`src/rtl/mem_port_arbiter_pkg.sv`:
```
// -----------------------------------------------------------------------------
// mem_port_arbiter_pkg
// Shared definitions for the memory-port arbiter and its bus watchdog:
//   - BUS_W      : width of the memory bus address/data paths
//   - SEL_WORD   : byte-lane select used for full-word accesses (fetches)
//   - ST_*       : arbiter FSM state encoding
//   - cnt_width  : width of the watchdog counter for a given timeout
// -----------------------------------------------------------------------------
package mem_port_arbiter_pkg;

    localparam int unsigned BUS_W = 32;

    localparam logic [3:0] SEL_WORD = 4'b1111;

    typedef logic [BUS_W-1:0] word_t;

    // Arbiter FSM states.
    localparam logic [1:0] ST_IDLE    = 2'd0;
    localparam logic [1:0] ST_IF_BUSY = 2'd1;
    localparam logic [1:0] ST_DM_BUSY = 2'd2;
    localparam logic [1:0] ST_RESP    = 2'd3;

    // Counter must hold 0..timeout; a disabled timeout (0) still needs one
    // bit so the counter declaration stays legal.
    function automatic int unsigned cnt_width(input int unsigned timeout);
        return (timeout == 0) ? 1 : $clog2(timeout + 1);
    endfunction

endpackage

```
`src/rtl/mem_bus_watchdog.sv`:
```
// -----------------------------------------------------------------------------
// mem_bus_watchdog
// Counts cycles spent waiting on the memory bus and flags when the wait has
// lasted TIMEOUT_CYCLES cycles. TIMEOUT_CYCLES = 0 disables the flag.
// Ports:
//   i_clk      : clock
//   i_rst_n    : asynchronous active-low reset
//   i_clear    : restart the count (asserted on the cycle a bus wait begins)
//   i_enable   : high on every cycle spent waiting for the bus
//   o_expired  : high during the TIMEOUT_CYCLES-th consecutive wait cycle
// -----------------------------------------------------------------------------
module mem_bus_watchdog
    import mem_port_arbiter_pkg::*;
#(
    parameter int unsigned TIMEOUT_CYCLES = 255
) (
    input  logic i_clk,
    input  logic i_rst_n,
    input  logic i_clear,
    input  logic i_enable,
    output logic o_expired
);

    localparam int unsigned CW     = cnt_width(TIMEOUT_CYCLES);
    localparam int unsigned LAST_I = (TIMEOUT_CYCLES == 0) ? 0 : TIMEOUT_CYCLES - 1;
    localparam logic [CW-1:0] LAST = CW'(LAST_I);
    localparam logic [CW-1:0] MAX  = CW'(TIMEOUT_CYCLES);

    // r_count holds the number of wait cycles already completed, so the
    // current cycle is wait number r_count+1.
    logic [CW-1:0] r_count;

    always_ff @(posedge i_clk or negedge i_rst_n) begin
        if (!i_rst_n) begin
            r_count <= '0;
        end else if (i_clear) begin
            r_count <= '0;
        end else if (i_enable && (r_count != MAX)) begin
            r_count <= r_count + 1'b1;
        end
    end

    assign o_expired = (TIMEOUT_CYCLES != 0) && i_enable && (r_count >= LAST);

endmodule

```
`src/rtl/mem_port_arbiter.sv`:
```
// -----------------------------------------------------------------------------
// mem_port_arbiter
// Shares one memory bus between an instruction-fetch port and a data port.
// Data requests win over fetches. Every bus output is registered; a single
// response cycle (RESP) pulses the ack of the served port with rdata/err.
// Misaligned data requests are answered with an error without using the bus,
// and a bus wait longer than TIMEOUT_CYCLES is aborted with an error.
// Ports:
//   i_clk, i_rst_n                 : clock, asynchronous active-low reset
//   i_if_req, i_if_addr            : fetch request (held until ack), address
//   o_if_ack, o_if_err, o_if_rdata : fetch completion pulse, error, word
//   i_dm_req, i_dm_we, i_dm_bad_addr, i_dm_addr, i_dm_wdata, i_dm_sel
//                                  : data request, write, misaligned flag,
//                                    address, write data, byte lanes
//   o_dm_ack, o_dm_err, o_dm_rdata : data completion pulse, error, word
//   o_bus_req, o_bus_we, o_bus_addr, o_bus_wdata, o_bus_sel
//                                  : registered memory bus request
//   i_bus_ack, i_bus_rdata         : memory bus completion, read data
// -----------------------------------------------------------------------------
module mem_port_arbiter
    import mem_port_arbiter_pkg::*;
#(
    parameter int unsigned TIMEOUT_CYCLES = 255
) (
    input  logic        i_clk,
    input  logic        i_rst_n,
    input  logic        i_if_req,
    input  logic [31:0] i_if_addr,
    output logic        o_if_ack,
    output logic        o_if_err,
    output logic [31:0] o_if_rdata,
    input  logic        i_dm_req,
    input  logic        i_dm_we,
    input  logic        i_dm_bad_addr,
    input  logic [31:0] i_dm_addr,
    input  logic [31:0] i_dm_wdata,
    input  logic [3:0]  i_dm_sel,
    output logic        o_dm_ack,
    output logic        o_dm_err,
    output logic [31:0] o_dm_rdata,
    output logic        o_bus_req,
    output logic        o_bus_we,
    output logic [31:0] o_bus_addr,
    output logic [31:0] o_bus_wdata,
    output logic [3:0]  o_bus_sel,
    input  logic        i_bus_ack,
    input  logic [31:0] i_bus_rdata
);

    logic [1:0] r_state;
    logic       r_if_ack, r_if_err, r_dm_ack, r_dm_err;
    word_t      r_if_rdata, r_dm_rdata;
    logic       r_bus_req, r_bus_we;
    word_t      r_bus_addr, r_bus_wdata;
    logic [3:0] r_bus_sel;

    logic w_busy, w_grant_dm, w_grant_if, w_clear, w_expired;

    assign w_busy     = (r_state == ST_IF_BUSY) || (r_state == ST_DM_BUSY);
    assign w_grant_dm = (r_state == ST_IDLE) && i_dm_req;
    assign w_grant_if = (r_state == ST_IDLE) && !i_dm_req && i_if_req;
    // The counter restarts only on grants that actually go onto the bus.
    assign w_clear    = (w_grant_dm && !i_dm_bad_addr) || w_grant_if;

    mem_bus_watchdog #(
        .TIMEOUT_CYCLES (TIMEOUT_CYCLES)
    ) u_watchdog (
        .i_clk     (i_clk),
        .i_rst_n   (i_rst_n),
        .i_clear   (w_clear),
        .i_enable  (w_busy),
        .o_expired (w_expired)
    );

    always_ff @(posedge i_clk or negedge i_rst_n) begin
        if (!i_rst_n) begin
            r_state     <= ST_IDLE;
            r_if_ack    <= 1'b0;
            r_if_err    <= 1'b0;
            r_if_rdata  <= '0;
            r_dm_ack    <= 1'b0;
            r_dm_err    <= 1'b0;
            r_dm_rdata  <= '0;
            r_bus_req   <= 1'b0;
            r_bus_we    <= 1'b0;
            r_bus_addr  <= '0;
            r_bus_wdata <= '0;
            r_bus_sel   <= '0;
        end else begin
            case (r_state)
                ST_IDLE: begin
                    if (w_grant_dm) begin
                        if (i_dm_bad_addr) begin
                            // Misaligned: answer straight away, bus untouched.
                            r_dm_ack   <= 1'b1;
                            r_dm_err   <= 1'b1;
                            r_dm_rdata <= '0;
                            r_state    <= ST_RESP;
                        end else begin
                            r_bus_req   <= 1'b1;
                            r_bus_we    <= i_dm_we;
                            r_bus_addr  <= i_dm_addr;
                            r_bus_wdata <= i_dm_wdata;
                            r_bus_sel   <= i_dm_sel;
                            r_state     <= ST_DM_BUSY;
                        end
                    end else if (w_grant_if) begin
                        r_bus_req   <= 1'b1;
                        r_bus_we    <= 1'b0;
                        r_bus_addr  <= i_if_addr;
                        r_bus_wdata <= '0;
                        r_bus_sel   <= SEL_WORD;
                        r_state     <= ST_IF_BUSY;
                    end
                end
                ST_IF_BUSY, ST_DM_BUSY: begin
                    // A bus ack in the timeout cycle still completes normally.
                    if (i_bus_ack || w_expired) begin
                        r_bus_req <= 1'b0;
                        r_state   <= ST_RESP;
                        if (r_state == ST_DM_BUSY) begin
                            r_dm_ack   <= 1'b1;
                            r_dm_err   <= !i_bus_ack;
                            r_dm_rdata <= i_bus_ack ? i_bus_rdata : '0;
                        end else begin
                            r_if_ack   <= 1'b1;
                            r_if_err   <= !i_bus_ack;
                            r_if_rdata <= i_bus_ack ? i_bus_rdata : '0;
                        end
                    end
                end
                ST_RESP: begin
                    // Response data is only visible during the ack cycle.
                    r_if_ack   <= 1'b0;
                    r_if_err   <= 1'b0;
                    r_if_rdata <= '0;
                    r_dm_ack   <= 1'b0;
                    r_dm_err   <= 1'b0;
                    r_dm_rdata <= '0;
                    r_state    <= ST_IDLE;
                end
                default: begin
                    r_state <= ST_IDLE;
                end
            endcase
        end
    end

    assign o_if_ack    = r_if_ack;
    assign o_if_err    = r_if_err;
    assign o_if_rdata  = r_if_rdata;
    assign o_dm_ack    = r_dm_ack;
    assign o_dm_err    = r_dm_err;
    assign o_dm_rdata  = r_dm_rdata;
    assign o_bus_req   = r_bus_req;
    assign o_bus_we    = r_bus_we;
    assign o_bus_addr  = r_bus_addr;
    assign o_bus_wdata = r_bus_wdata;
    assign o_bus_sel   = r_bus_sel;

endmodule

```
`config.mk`:
```
export PLATFORM = sky130hd
export DESIGN_NAME = mem_port_arbiter
export DESIGN_NICKNAME = d
export VERILOG_FILES = /design/src/rtl/mem_port_arbiter_pkg.sv /design/src/rtl/mem_bus_watchdog.sv /design/src/rtl/mem_port_arbiter.sv
export SDC_FILE = /design/constraint.sdc
export NUM_CORES = 1
export LEC_CHECK = 0
export CAP_MARGIN = 15
export CORE_MARGIN = 3
export CORE_UTILIZATION = 45
export DETAILED_ROUTE_END_ITERATION = 6
export PLACE_DENSITY = 0.86
export SLEW_MARGIN = 10
export SYNTH_ARGS = -nofsm -noshare
export SYNTH_HDL_FRONTEND = slang
export SYNTH_SLANG_ARGS = --single-unit
```
`constraint.sdc`:
```
create_clock -name i_clk -period 5.2 [get_ports i_clk]
set_clock_uncertainty 0.15 [all_clocks]
set_input_delay 1.04 -clock i_clk [delete_from_list [all_inputs] [get_ports i_clk]]
set_output_delay 1.04 -clock i_clk [all_outputs]
set_load 0.02 [all_outputs]
```
==> run_results.csv <==
group,metric,value,unit
critical_path,worstSetupStartpointType,"input port",
die,initial_utilization,46.25,%
clock_tree,maximum_clock_insertion_buffer_count,2,
clock_tree,cts-htree-levels,4,
final_layout,n_antenna_cell,0,
sta,timing.final.ws_setup,2.184,ns
global_routing,antenna_violations_before_repair,0,
critical_path,crit_path_top_delay_cell,"and3b_4",
critical_path,crit_chain,"clkdlybuf4s50_1 -> nor2_1 -> and3b_4 -> buf_4 -> nand3_1 -> nand2_1",
sta,setup_viol_count_final,0,
critical_path,worst_setup_path_end_kind,"flip-flop",
clock_tree,clk-insertion-delay-late,0.42,ns
global_routing,track_usage,24.15,%
placement,io_buffers,276,
die,floorplan.io_pins,277,
sta,fin_worst_hold_slack,0.3155,ns
clock_tree,cts_buffers,17,
synthesis,ys_seq_area_share,59.99,%
clock_tree,tritoncts,"built",
sta,timing_worst_slew_pin_value,0.9834,ns
die,row_count,42,
clock_tree,root_buffer,"clkbuf_16",
synthesis,yosysUniqueCellTypes,40,
die,fp.coreArea,0.01335,sq mm
run_status,outcome,"completed",
min_path,hold_path.class,"flip-flop to flip-flop",
synthesis,synth.net_count,721,
critical_path,critical_path.max_fanout,78,
global_routing,grt_max_degree,114,
sta,slew_viol_final,0,
die,die_x,123.1,um
synthesis,ys.warnings.count,0,
final_layout,final_net_count,980,
synthesis,synth_async_sr_flop_share,100.0,%
routing,antenna_left,0,
routing,drt-initial-drc-count,375,
clock_tree,ctsHoldBuffers,0,
clock_tree,cts_resized,0,
pwr,post-layout-total-power,0.005937,W
pwr,pwr_density_cell,619.7,mW/mm^2
clock_tree,cts_setup_buffers,0,
sta,rsz0062_at_grt,"false",
synthesis,synth_edf_count,0,
pwr,vdd_ir_drop_max,0.3012,mV
sta,finalSetupTns,0,ns
placement,setup_slack_after_placement,1.628,ns
synthesis,synth_area_leaders,"dfrtp_1 60%, a22o_1 8.8%, nand2_1 8.6%",
placement,gpl.final_weighted_congestion,0.8184,
synthesis,yosys_register_bits,148,
routing,routed_len_inst,18.26,um
critical_path,required,5.40,ns
pwr,leakagePower,4.334,nW
routing,vias_per_inst,5.363,
critical_path,crit_type,"input port to flip-flop",
synthesis,synth_largest_type_area_fraction,59.99,%
clock_tree,cts.sinks,148,
routing,detailroute.via_count,5476,
routing,route.detailed.drc,0,
global_routing,grt_pass1_vias,5415,
sta,max_freq,0.3316,GHz
sta,fin_crit,3.016,ns
placement,hpwlAfterDp,13100,um
synthesis,ys.flop_type,"dfrtp_1",
sta,final_min_period_over_clock_period,57.99,%
synthesis,syn_area_cell,10.74,sq um
synthesis,synth_area,0.006173,sq mm
final_layout,drive_gt1_share,5.799,%
global_routing,grt-ovfl-total,0,
sta,report.final.hold_viol_count,0,
final_layout,areaGrowthSynthToFinish,55.19,%
synthesis,synth_top_area_cell,"dfrtp_1",
clock_tree,clk_pin_slew,0.06,ns
die,die_h,123.1,um
critical_path,crit_path_max_incr_delay,0.85,ns
routing,finalWirelength,18640,um
synthesis,synthCells,575,
job,drv_cap,0,
routing,dr.pass1.iters,5,
global_routing,grt_pass1_wl,28210,um
final_layout,filler_cell_count,906,
die,die_area,0.01516,sq mm
sta,timing.max_slew.rel_slack,34.44,%
critical_path,endpoint_arrival_time_on_the_critical_path,3.22,ns
-- metrics by stage --
stage | util [%] | std cells | cell area [sq um]
final | 71.78 | 1021 | 9580
after detailed placement | 66.95 | 990 | 8936
after global routing | 71.78 | 1021 | 9580
after floorplan | - | 575 | 6173
after CTS | 71.55 | 1020 | 9550
after global placement | 66.95 | 990 | 8936
-- sequential cells by signal, summed over array words and instances, names as in the netlist --
| name | flops |
|---|---|
| o_bus_addr | 32 |
| o_bus_wdata | 32 |
| o_dm_rdata | 32 |
| o_if_rdata | 32 |
| u_watchdog.r_count | 8 |
| o_bus_sel | 4 |
| r_state | 2 |
| o_bus_req | 1 |
| o_bus_we | 1 |
| o_dm_ack | 1 |
| o_dm_err | 1 |
| o_if_ack | 1 |
| o_if_err | 1 |
-- worst max-delay path, delay by kind of cell --
family | cells | cell delay (ns)
and+or+nand+nor | 4 | 1.18
buffers and inverters | 2 | 0.95
-- cell type report --
class                   instances  area, sq um  area share [%]
clock buffers                  22        464.2           4.845
clock inverters                 8        150.1           1.567
inverters                       6        22.52          0.2351
multi-input cells             379         2191           22.87
flip-flops and latches        148         3704           38.66
well taps                     176        220.2           2.299
repair buffers                282         2829           29.53
-- logic make-up after synthesis --
| kind of cell | synth area share [%] |
|---|---|
| simple gates | 17.25 |
| flops | 59.99 |
| compound gates | 14.63 |
| buf+inv | 4.783 |
| mux | 1.216 |
| fa+ha+maj | 1.419 |
| xor+xnor | 0.7093 |
-- power by group --
part           internal [W]  switching (W)
clock              0.000824       0.000455
sequential          0.00160       0.000286
combinational       0.00125        0.00153
total               0.00367        0.00227
-- path summary, 6_finish.rpt --
kind | start | slack, ns | to | cells after the start
worst max-delay path | i_dm_req | 2.18 | o_bus_wdata[6] | 6
worst min-delay path | o_bus_wdata[30] | 0.32 | o_bus_wdata[30] | 2
worst max register to register | r_state[0] | 2.66 | o_bus_wdata[6] | 6
worst min register to register | o_bus_wdata[30] | 0.32 | o_bus_wdata[30] | 2
max in group asynchronous | i_rst_n | 3.21 | o_bus_wdata[13] | 2
min in group asynchronous | i_rst_n | 0.61 | o_if_rdata[5] | 1
-- synthesized netlist by cell type (2+ instances only) --
library cell and count:
mux2i_1 6, nor2_1 42, nand3b_1 2, nand3_1 36, dfrtp_1 148, inv_1 6
and3_1 2, nand2_4 2, ha_1 7, xnor2_1 5, a22o_1 62, and3b_1 2
buf_2 23, nor3_1 2, nand4_1 3, o211ai_1 2, a21oi_1 6, nand2_1 142
buf_6 11, o21ai_0 8, a31oi_1 32, clkbuf_1 7, a22o_2 2
-- per-layer routing --
metal  global-route usage (%)  share of wire (%)  wire, um
met1                    27.67                 37      6881
met2                    40.64                 50      9311
met3                    9.744                 11      2004
met4                    9.135                2.4       443
met5                        0                  0         0
-- layout by cell type (no fill, tap or decap), types with 2 or more instances in the layout --
cell and instances:
clkbuf_16 17, mux2i_1 6, nand3_1 36, a22o_2 2, nor3_1 2, nand3b_1 2, clkbuf_1 3, nand2_1 142
a31oi_1 32, nand4_1 3, bufinv_16 4, nor2_1 42, buf_4 5, a21oi_1 6, clkdlybuf4s50_1 275, o21ai_0 8
nand2_4 2, a22o_1 62, inv_1 6, dfrtp_1 148, clkbuf_8 2, ha_1 7, o211ai_1 2, xnor2_1 5
(Power assumes the default switching activity.)
